`src/rtl/conf_int_add_pipe.sv`:
```
// conf_int_add_pipe: pipelined, runtime-configurable approximate adder.
//
// The active level masks the low lvl*SEG operand bits to zero. The sum is
// computed over two pipeline stages. S1 registers the masked upper halves
// and the low-half sum with its carry. S2 finishes the upper half and
// registers c and out_lvl. Each transaction keeps the level that was
// active when it was accepted.
//
// A level change drains the pipeline first (DRAIN), then switches the
// level and pulses conf_ack (SWITCH), then returns to RUN.
//
// Optional feature macro: CONF_INT_ADD_ERR_MON_EN. When it is defined,
// an exact sum is carried through the pipeline, and the err_clr input is
// added. err_acc accumulates (exact - c) on each output handshake, and
// approx_cnt counts the outputs with out_lvl != 0. Both counters
// saturate. When the macro is undefined, both outputs are tied to zero.
//
// Ports:
//   clk, rst                 clock; asynchronous active-high reset
//   in_valid/in_ready, a, b  input handshake and unsigned operands
//   out_valid/out_ready      output handshake
//   c                        WIDTH+1 bit sum
//   out_lvl                  level used to compute c
//   conf_req, conf_select    level-change request and requested level
//   conf_ack                 one-cycle pulse when the requested level is active
//   busy                     high while draining or switching
//   err_acc, approx_cnt      error monitor outputs
//   err_clr                  synchronous monitor clear (monitor builds only)
module conf_int_add_pipe #(
  parameter int WIDTH     = 32,
  parameter int SEG       = 4,
  parameter int CONF_W    = 4,
  parameter int ERR_ACC_W = 48
) (
  input  logic                 clk,
  input  logic                 rst,
  input  logic                 in_valid,
  output logic                 in_ready,
  input  logic [WIDTH-1:0]     a,
  input  logic [WIDTH-1:0]     b,
  output logic                 out_valid,
  input  logic                 out_ready,
  output logic [WIDTH:0]       c,
  output logic [CONF_W-1:0]    out_lvl,
  input  logic                 conf_req,
  input  logic [CONF_W-1:0]    conf_select,
  output logic                 conf_ack,
  output logic                 busy,
  output logic [ERR_ACC_W-1:0] err_acc,
  output logic [31:0]          approx_cnt
`ifdef CONF_INT_ADD_ERR_MON_EN
  ,
  input  logic                 err_clr
`endif
);

  localparam int unsigned NSEG    = WIDTH / SEG;
  localparam int unsigned MAX_LVL = NSEG - 1;
  localparam int unsigned SEG_U   = SEG;
  localparam int unsigned LO      = WIDTH / 2;
  localparam int unsigned HI      = WIDTH - LO;
  localparam logic [CONF_W-1:0] MAX_LVL_C = CONF_W'(MAX_LVL);

  localparam logic [1:0] ST_RUN    = 2'd0;
  localparam logic [1:0] ST_DRAIN  = 2'd1;
  localparam logic [1:0] ST_SWITCH = 2'd2;

  logic [1:0]        state_q, state_d;
  logic [CONF_W-1:0] active_lvl_q, active_lvl_d;
  logic [CONF_W-1:0] pending_q, pending_d;
  logic              ack_q, ack_d;

  logic              s1_valid_q;
  logic [HI-1:0]     s1_ahi_q, s1_bhi_q;
  logic [LO-1:0]     s1_lo_q;
  logic              s1_cy_q;
  logic [CONF_W-1:0] s1_lvl_q;

  logic              s2_valid_q;
  logic [WIDTH:0]    c_q;
  logic [CONF_W-1:0] out_lvl_q;

  logic [CONF_W-1:0] sel_clamped;
  logic [WIDTH-1:0]  mask, a_m, b_m;
  logic [LO:0]       lo_sum;
  logic [HI:0]       hi_sum;
  logic              adv, s1_open, accept;

  function automatic logic [WIDTH-1:0] lvl_mask(input logic [CONF_W-1:0] lvl);
    logic [WIDTH-1:0] m;
    int unsigned cut;
    cut = SEG_U * 32'(lvl);
    for (int unsigned i = 0; i < WIDTH; i++) begin
      m[i] = (i >= cut);
    end
    return m;
  endfunction

  assign sel_clamped = (conf_select > MAX_LVL_C) ? MAX_LVL_C : conf_select;
  assign mask        = lvl_mask(active_lvl_q);
  assign a_m         = a & mask;
  assign b_m         = b & mask;
  assign lo_sum      = {1'b0, a_m[LO-1:0]} + {1'b0, b_m[LO-1:0]};
  assign hi_sum      = {1'b0, s1_ahi_q} + {1'b0, s1_bhi_q} + (HI+1)'(s1_cy_q);

  // S1 may refill whenever it is empty, even while S2 is stalled.
  assign adv      = !s2_valid_q || out_ready;
  assign s1_open  = !s1_valid_q || adv;
  assign in_ready = (state_q == ST_RUN) && s1_open;
  assign accept   = in_valid && in_ready;

  assign out_valid = s2_valid_q;
  assign c         = c_q;
  assign out_lvl   = out_lvl_q;
  assign busy      = (state_q != ST_RUN);
  assign conf_ack  = ack_q || (state_q == ST_SWITCH);

  always_ff @(posedge clk or posedge rst) begin
    if (rst) begin
      s1_valid_q <= 1'b0;
      s1_ahi_q   <= '0;
      s1_bhi_q   <= '0;
      s1_lo_q    <= '0;
      s1_cy_q    <= 1'b0;
      s1_lvl_q   <= '0;
      s2_valid_q <= 1'b0;
      c_q        <= '0;
      out_lvl_q  <= '0;
    end else begin
      if (s1_open) begin
        s1_valid_q <= accept;
        if (accept) begin
          s1_ahi_q <= a_m[WIDTH-1:LO];
          s1_bhi_q <= b_m[WIDTH-1:LO];
          s1_lo_q  <= lo_sum[LO-1:0];
          s1_cy_q  <= lo_sum[LO];
          s1_lvl_q <= active_lvl_q;
        end
      end
      if (adv) begin
        s2_valid_q <= s1_valid_q;
        if (s1_valid_q) begin
          c_q       <= {hi_sum, s1_lo_q};
          out_lvl_q <= s1_lvl_q;
        end
      end
    end
  end

  // The first request that differs from the active level is latched into
  // pending. Requests arriving during DRAIN or SWITCH are ignored.
  always_comb begin
    state_d      = state_q;
    active_lvl_d = active_lvl_q;
    pending_d    = pending_q;
    ack_d        = 1'b0;
    case (state_q)
      ST_RUN: begin
        if (conf_req) begin
          if (sel_clamped == active_lvl_q) begin
            ack_d = 1'b1;
          end else begin
            pending_d = sel_clamped;
            state_d   = ST_DRAIN;
          end
        end
      end
      ST_DRAIN: begin
        if (!s1_valid_q && !s2_valid_q) begin
          state_d      = ST_SWITCH;
          active_lvl_d = pending_q;
        end
      end
      ST_SWITCH: state_d = ST_RUN;
      default:   state_d = ST_RUN;
    endcase
  end

  always_ff @(posedge clk or posedge rst) begin
    if (rst) begin
      state_q      <= ST_RUN;
      active_lvl_q <= '0;
      pending_q    <= '0;
      ack_q        <= 1'b0;
    end else begin
      state_q      <= state_d;
      active_lvl_q <= active_lvl_d;
      pending_q    <= pending_d;
      ack_q        <= ack_d;
    end
  end

`ifdef CONF_INT_ADD_ERR_MON_EN
  logic [WIDTH:0]       s1_exact_q, exact_q;
  logic [ERR_ACC_W-1:0] err_acc_q;
  logic [31:0]          approx_cnt_q;
  logic [WIDTH:0]       err_diff;
  logic [ERR_ACC_W:0]   acc_sum;

  assign err_diff = exact_q - c_q;
  assign acc_sum  = {1'b0, err_acc_q} + {1'b0, ERR_ACC_W'(err_diff)};

  always_ff @(posedge clk or posedge rst) begin
    if (rst) begin
      s1_exact_q   <= '0;
      exact_q      <= '0;
      err_acc_q    <= '0;
      approx_cnt_q <= '0;
    end else begin
      if (accept) begin
        s1_exact_q <= {1'b0, a} + {1'b0, b};
      end
      if (adv && s1_valid_q) begin
        exact_q <= s1_exact_q;
      end
      if (err_clr) begin
        err_acc_q    <= '0;
        approx_cnt_q <= '0;
      end else if (s2_valid_q && out_ready) begin
        err_acc_q <= acc_sum[ERR_ACC_W] ? '1 : acc_sum[ERR_ACC_W-1:0];
        if (out_lvl_q != '0 && approx_cnt_q != '1) begin
          approx_cnt_q <= approx_cnt_q + 32'd1;
        end
      end
    end
  end

  assign err_acc    = err_acc_q;
  assign approx_cnt = approx_cnt_q;
`else
  assign err_acc    = '0;
  assign approx_cnt = '0;
`endif

endmodule

```
`config.mk`:
```
export PLATFORM = sky130hd
export DESIGN_NAME = conf_int_add_pipe
export DESIGN_NICKNAME = d
export VERILOG_FILES = /design/src/rtl/conf_int_add_pipe.sv
export SDC_FILE = /design/constraint.sdc
export NUM_CORES = 1
export LEC_CHECK = 0
export BUFFER_PORTS_ARGS = -buffer_cell sky130_fd_sc_hd__buf_4
export CORE_UTILIZATION = 40
export CTS_BUF_LIST = sky130_fd_sc_hd__clkbuf_16
export CTS_CLUSTER_DIAMETER = 80
export DETAILED_ROUTE_END_ITERATION = 16
export GPL_TIMING_DRIVEN = 0
export PLACE_DENSITY = 0.69
export SLEW_MARGIN = 20
export SYNTH_ARGS = -nofsm -noshare
export SYNTH_HDL_FRONTEND = slang
export SYNTH_SLANG_ARGS = --single-unit
```
`constraint.sdc`:
```
create_clock -name clk -period 3.8 [get_ports clk]
set_input_delay 0 -clock clk [delete_from_list [all_inputs] [get_ports clk]]
set_output_delay 0 -clock clk [all_outputs]
set_load 0.02 [all_outputs]
```
==> summary.md <==
| Metric | Value |
|---|---|
| Yosys warnings | 0 |
| Critical R2R Launch | active_lvl_q[3] |
| Status | finished clean |
| Clk_lat worst skew | 0.35 ns |
| Comb power frac | between 40% and 50% |
| RSZ-0062 raised after global routing | no |
| Htree depth | 3 |
| RR Endpoint | s1_cy_q |
| Largest net degree at the start of global routing | between 50 and 60 |
| Fill cell count | between 1k and 1.5k |
| Final period utilization | between 80% and 90% |
| Critical Path AT | ~3.4 ns |
| Psw | about 0.0023 W |
| GR Overflow Total | 0 |
| Min-delay worst type | input port to register |
| Layout Utilization | ~55% |
| Leak pwr | between 4 and 5 nW |
| Hold depth | 5 |
| Final Hold Viols | 0 |
| Fin crit period | around 3.2 ns |
| Via count | ~5.2k |
| Synth Flop Type | dfrtp_1 |
| Crit path from | active_lvl_q[3] |
| Max-cap violations | 0 |
| Slew headroom | 47.2% |
| Sequential-to-total area share from yosys stat | just over 40% |
| Finish-stage setup viols | 0 |
| Kind of critical path | register to register |
| Reg2Reg Depth | 10 |
| HP Start | b[0] |
| Tot GR Track Use | between 15 and 20% |
| Worst Path Max Fanout | 8 |
| Setup TNS | 0 ns |
| CTS Buffer Depth | 2 |
| Power Density | between 600 and 700 mW/mm^2 |
| CP Capture Type | register |
| Hold_ws | a little over 0.08 ns |
| Post-route antenna net violation count | 0 |
| Fin nets | roughly 1.1k |
| Sw Share | approximately 42% |
| Final slew viol count | 0 |
| Synthesized area | ~0.0063 sq mm |
| CTS root buffer | clkbuf_16 |
| Setup Buffers After CTS | 0 |
| Buffers on Ports | about 110 |
| Full die area | 0.0161 sq mm |
| Final wirelength | approximately 15 mm |
| Post-cts sizing count | 0 |
| Hold_buf cts | 41 |
| Core area | 0.0152 sq mm |
| Cell total after placement | around 1.1k |
| Initial Util | between 40% and 50% |
| Finished Layout Cells | between 1k and 1.5k |
| Layout overhead on the synthesized area | 33.9% |
| Sequential share of power | approximately 33% |
| CTS tree | done |
| Syn Inst Count | between 700 and 800 |
| Initial antenna violation count | 0 |
| Syn Area/Cell | 8.83 sq um |
| Via density | roughly 4.6 |
| Vias in the first global route | between 5k and 6k |
| Clock share of power | 17.7% |
| Setup Skew | about 0.005 ns |
| Hpwl dp | roughly 11 mm |
| Tot Pwr | 0.00536 W |
| Worst R2R Setup Slack | ~0.65 ns |
| Global-route wire length before repair | about 24 mm |
| Required @ worst endpoint | roughly 4 ns |
| I/O pin count | approximately 190 |
| Yosys reg bits | 103 |
| FFs w/ async S/R, synth | 100% |
| Antenna cells | 0 |
| Iteration-0 DRC Markers | a little under 300 |
| Int Pwr | 0.00310 W |
| Layout cell share with drive strength beyond 1 | between 20% and 30% |
| Drt drc | 0 |
| CTS Sinks | between 100 and 150 |
| Total iterations of the first detailed-routing run | 4 |
| Die Wd | between 100 and 150 microns |
| Crit path to | s1_cy_q |
| Worst vdd ir | 0.441 mV |
| Total CTS buffers | 9 |
| Core Rows | 45 |
| Synth cell types | 57 |
| Die height | roughly 130 microns |
| Per-cell routed wire length | approximately 13 microns |
| CTS clock-pin slew for the worst setup and hold paths | 0.07 ns |
| RePlAce Congestion | a little over 0.8 |
| Post-synth EDFFs | 0 |
| Worst slew pin tran | roughly 0.8 ns |
| Worst setup SP type | register |
| Fmax | ~320 MHz |
[final cells by class]
type                            instances  area [sq um]  share of cell area [%]
Multi-Input combinational cell        559          3160                    37.7
Timing Repair Buffer                  155          1290                    15.4
Tap cell                              188           235                    2.81
Inverter                               18          72.6                   0.867
Buffer                                107           743                    8.88
Clock buffer                            9           225                    2.69
Sequential cell                       103          2580                    30.8
Clock inverter                          7          71.3                   0.852
[registers in the layout, summed over array words and instances (netlist names), 2 cells and up]
signal / flops
c: 33
out_lvl: 4
s1_lvl_q: 4
s1_ahi_q: 16
state_q: 2
s1_lo_q: 16
s1_bhi_q: 16
pending_q: 4
active_lvl_q: 4
[per-stage QoR]
stage | instance area (sq um) | setup slack [ns]
after floorplan | 6550 | 1.10
after global placement | 7630 | -0.156
after detailed placement | 7660 | 0.621
after CTS | 8370 | 0.592
after global routing | 8370 | 0.212
final | 8370 | 0.648
[metal layers]
layer  vias to the layer above  share of wire, %  GRT usage, %
met1                      2387                45          24.8
met4                         0               2.4          8.19
met3                        27               4.1          2.85
met2                       148                48          32.7
li1                       2682                 -             -
met5                         -                 0             0
[cell families after synthesis]
| family | after synthesis | share of synthesized area [%] |
|---|---|---|
| AND/OR/NAND/NOR | 271 | 19.4 |
| adder cells (fa/ha/maj) | 34 | 7.17 |
| other | 1 | 0.0600 |
| XOR/XNOR | 27 | 3.78 |
| buffers and inverters | 125 | 13.0 |
| multiplexers | 8 | 1.38 |
| flip-flops | 103 | 41.2 |
| AO/OA/AOI/OAI | 139 | 14.0 |
[power by group through the flow]
stage	Sequential, W	Clock, W	Combinational [W]
finish	0.00177	0.000946	0.00264
global route	0.00182	0.00102	0.00295
CTS	0.00177	0.000965	0.00265
detailed placement	0.00179	0	0.00260
global placement	0.00177	0	0.00256
floorplan	0.00191	0	0.00166
[cells in the final DEF (no fill, tap or decap), types with 3 or more instances in the layout]
cell,synthesis,routed
ha_1,31,31
a21oi_1,22,22
a21o_1,5,5
inv_6,0,3
xnor2_1,16,16
nand2_1,174,174
a31oi_1,4,4
fa_1,3,3
o21ai_0,68,68
and2_1,34,34
clkbuf_1,13,13
nor2_1,13,13
nor2b_1,4,4
inv_1,18,17
mux2i_1,3,3
nor3_1,12,12
dlygate4sd3_1,0,41
mux2_2,5,5
dfrtp_1,103,103
o21bai_1,5,5
nand3_1,8,8
o21a_1,4,4
nand2b_1,15,15
conb_1,1,80
buf_2,10,10
xor2_1,11,11
clkbuf_16,0,9
a211oi_1,3,3
buf_4,81,194
[how the worst min path moves through the flow]
stage,to
2_1_floorplan,s1_ahi_q[0]
3_3_place_gp,s1_ahi_q[1]
3_5_place_dp,out_lvl[2]
4_1_cts,s1_lo_q[0]
5_1_grt,s1_lo_q[0]
6_report,s1_lo_q[0]
[cell usage after synthesis (3+ instances only)]
cell      number  area share (%)
nand2_1      174              10
a211oi_1       3            0.36
o21a_1         4            0.48
xor2_1        11             1.5
mux2i_1        3            0.48
dfrtp_1      103              41
a21o_1         5            0.60
xnor2_1       16             2.2
nand2b_1      15             1.5
nor3_1        12            0.96
nor2b_1        4            0.40
fa_1           3            0.96
and2_1        34             3.4
ha_1          31             6.2
o21ai_0       68             5.4
buf_4         81             9.7
o21bai_1       5            0.60
inv_1         18             1.1
buf_2         10            0.80
mux2_2         5            0.90
a31oi_1        4            0.40
clkbuf_1      13            0.78
nor2_1        13            0.78
a21oi_1       22             1.8
nand3_1        8            0.64
[critical path: stages, from the launching register on]
cell and delay, ns:
dfrtp_1 0.36, clkbuf_1 0.23, nor3_1 0.62, and2_1 0.22, ha_1 0.29, a2111oi_4 0.44
o31ai_2 0.18, a32oi_2 0.28, a21oi_1 0.11, o221ai_1 0.20, nand3_1 0.10
No activity file was read; power rests on OpenSTA's default activity.
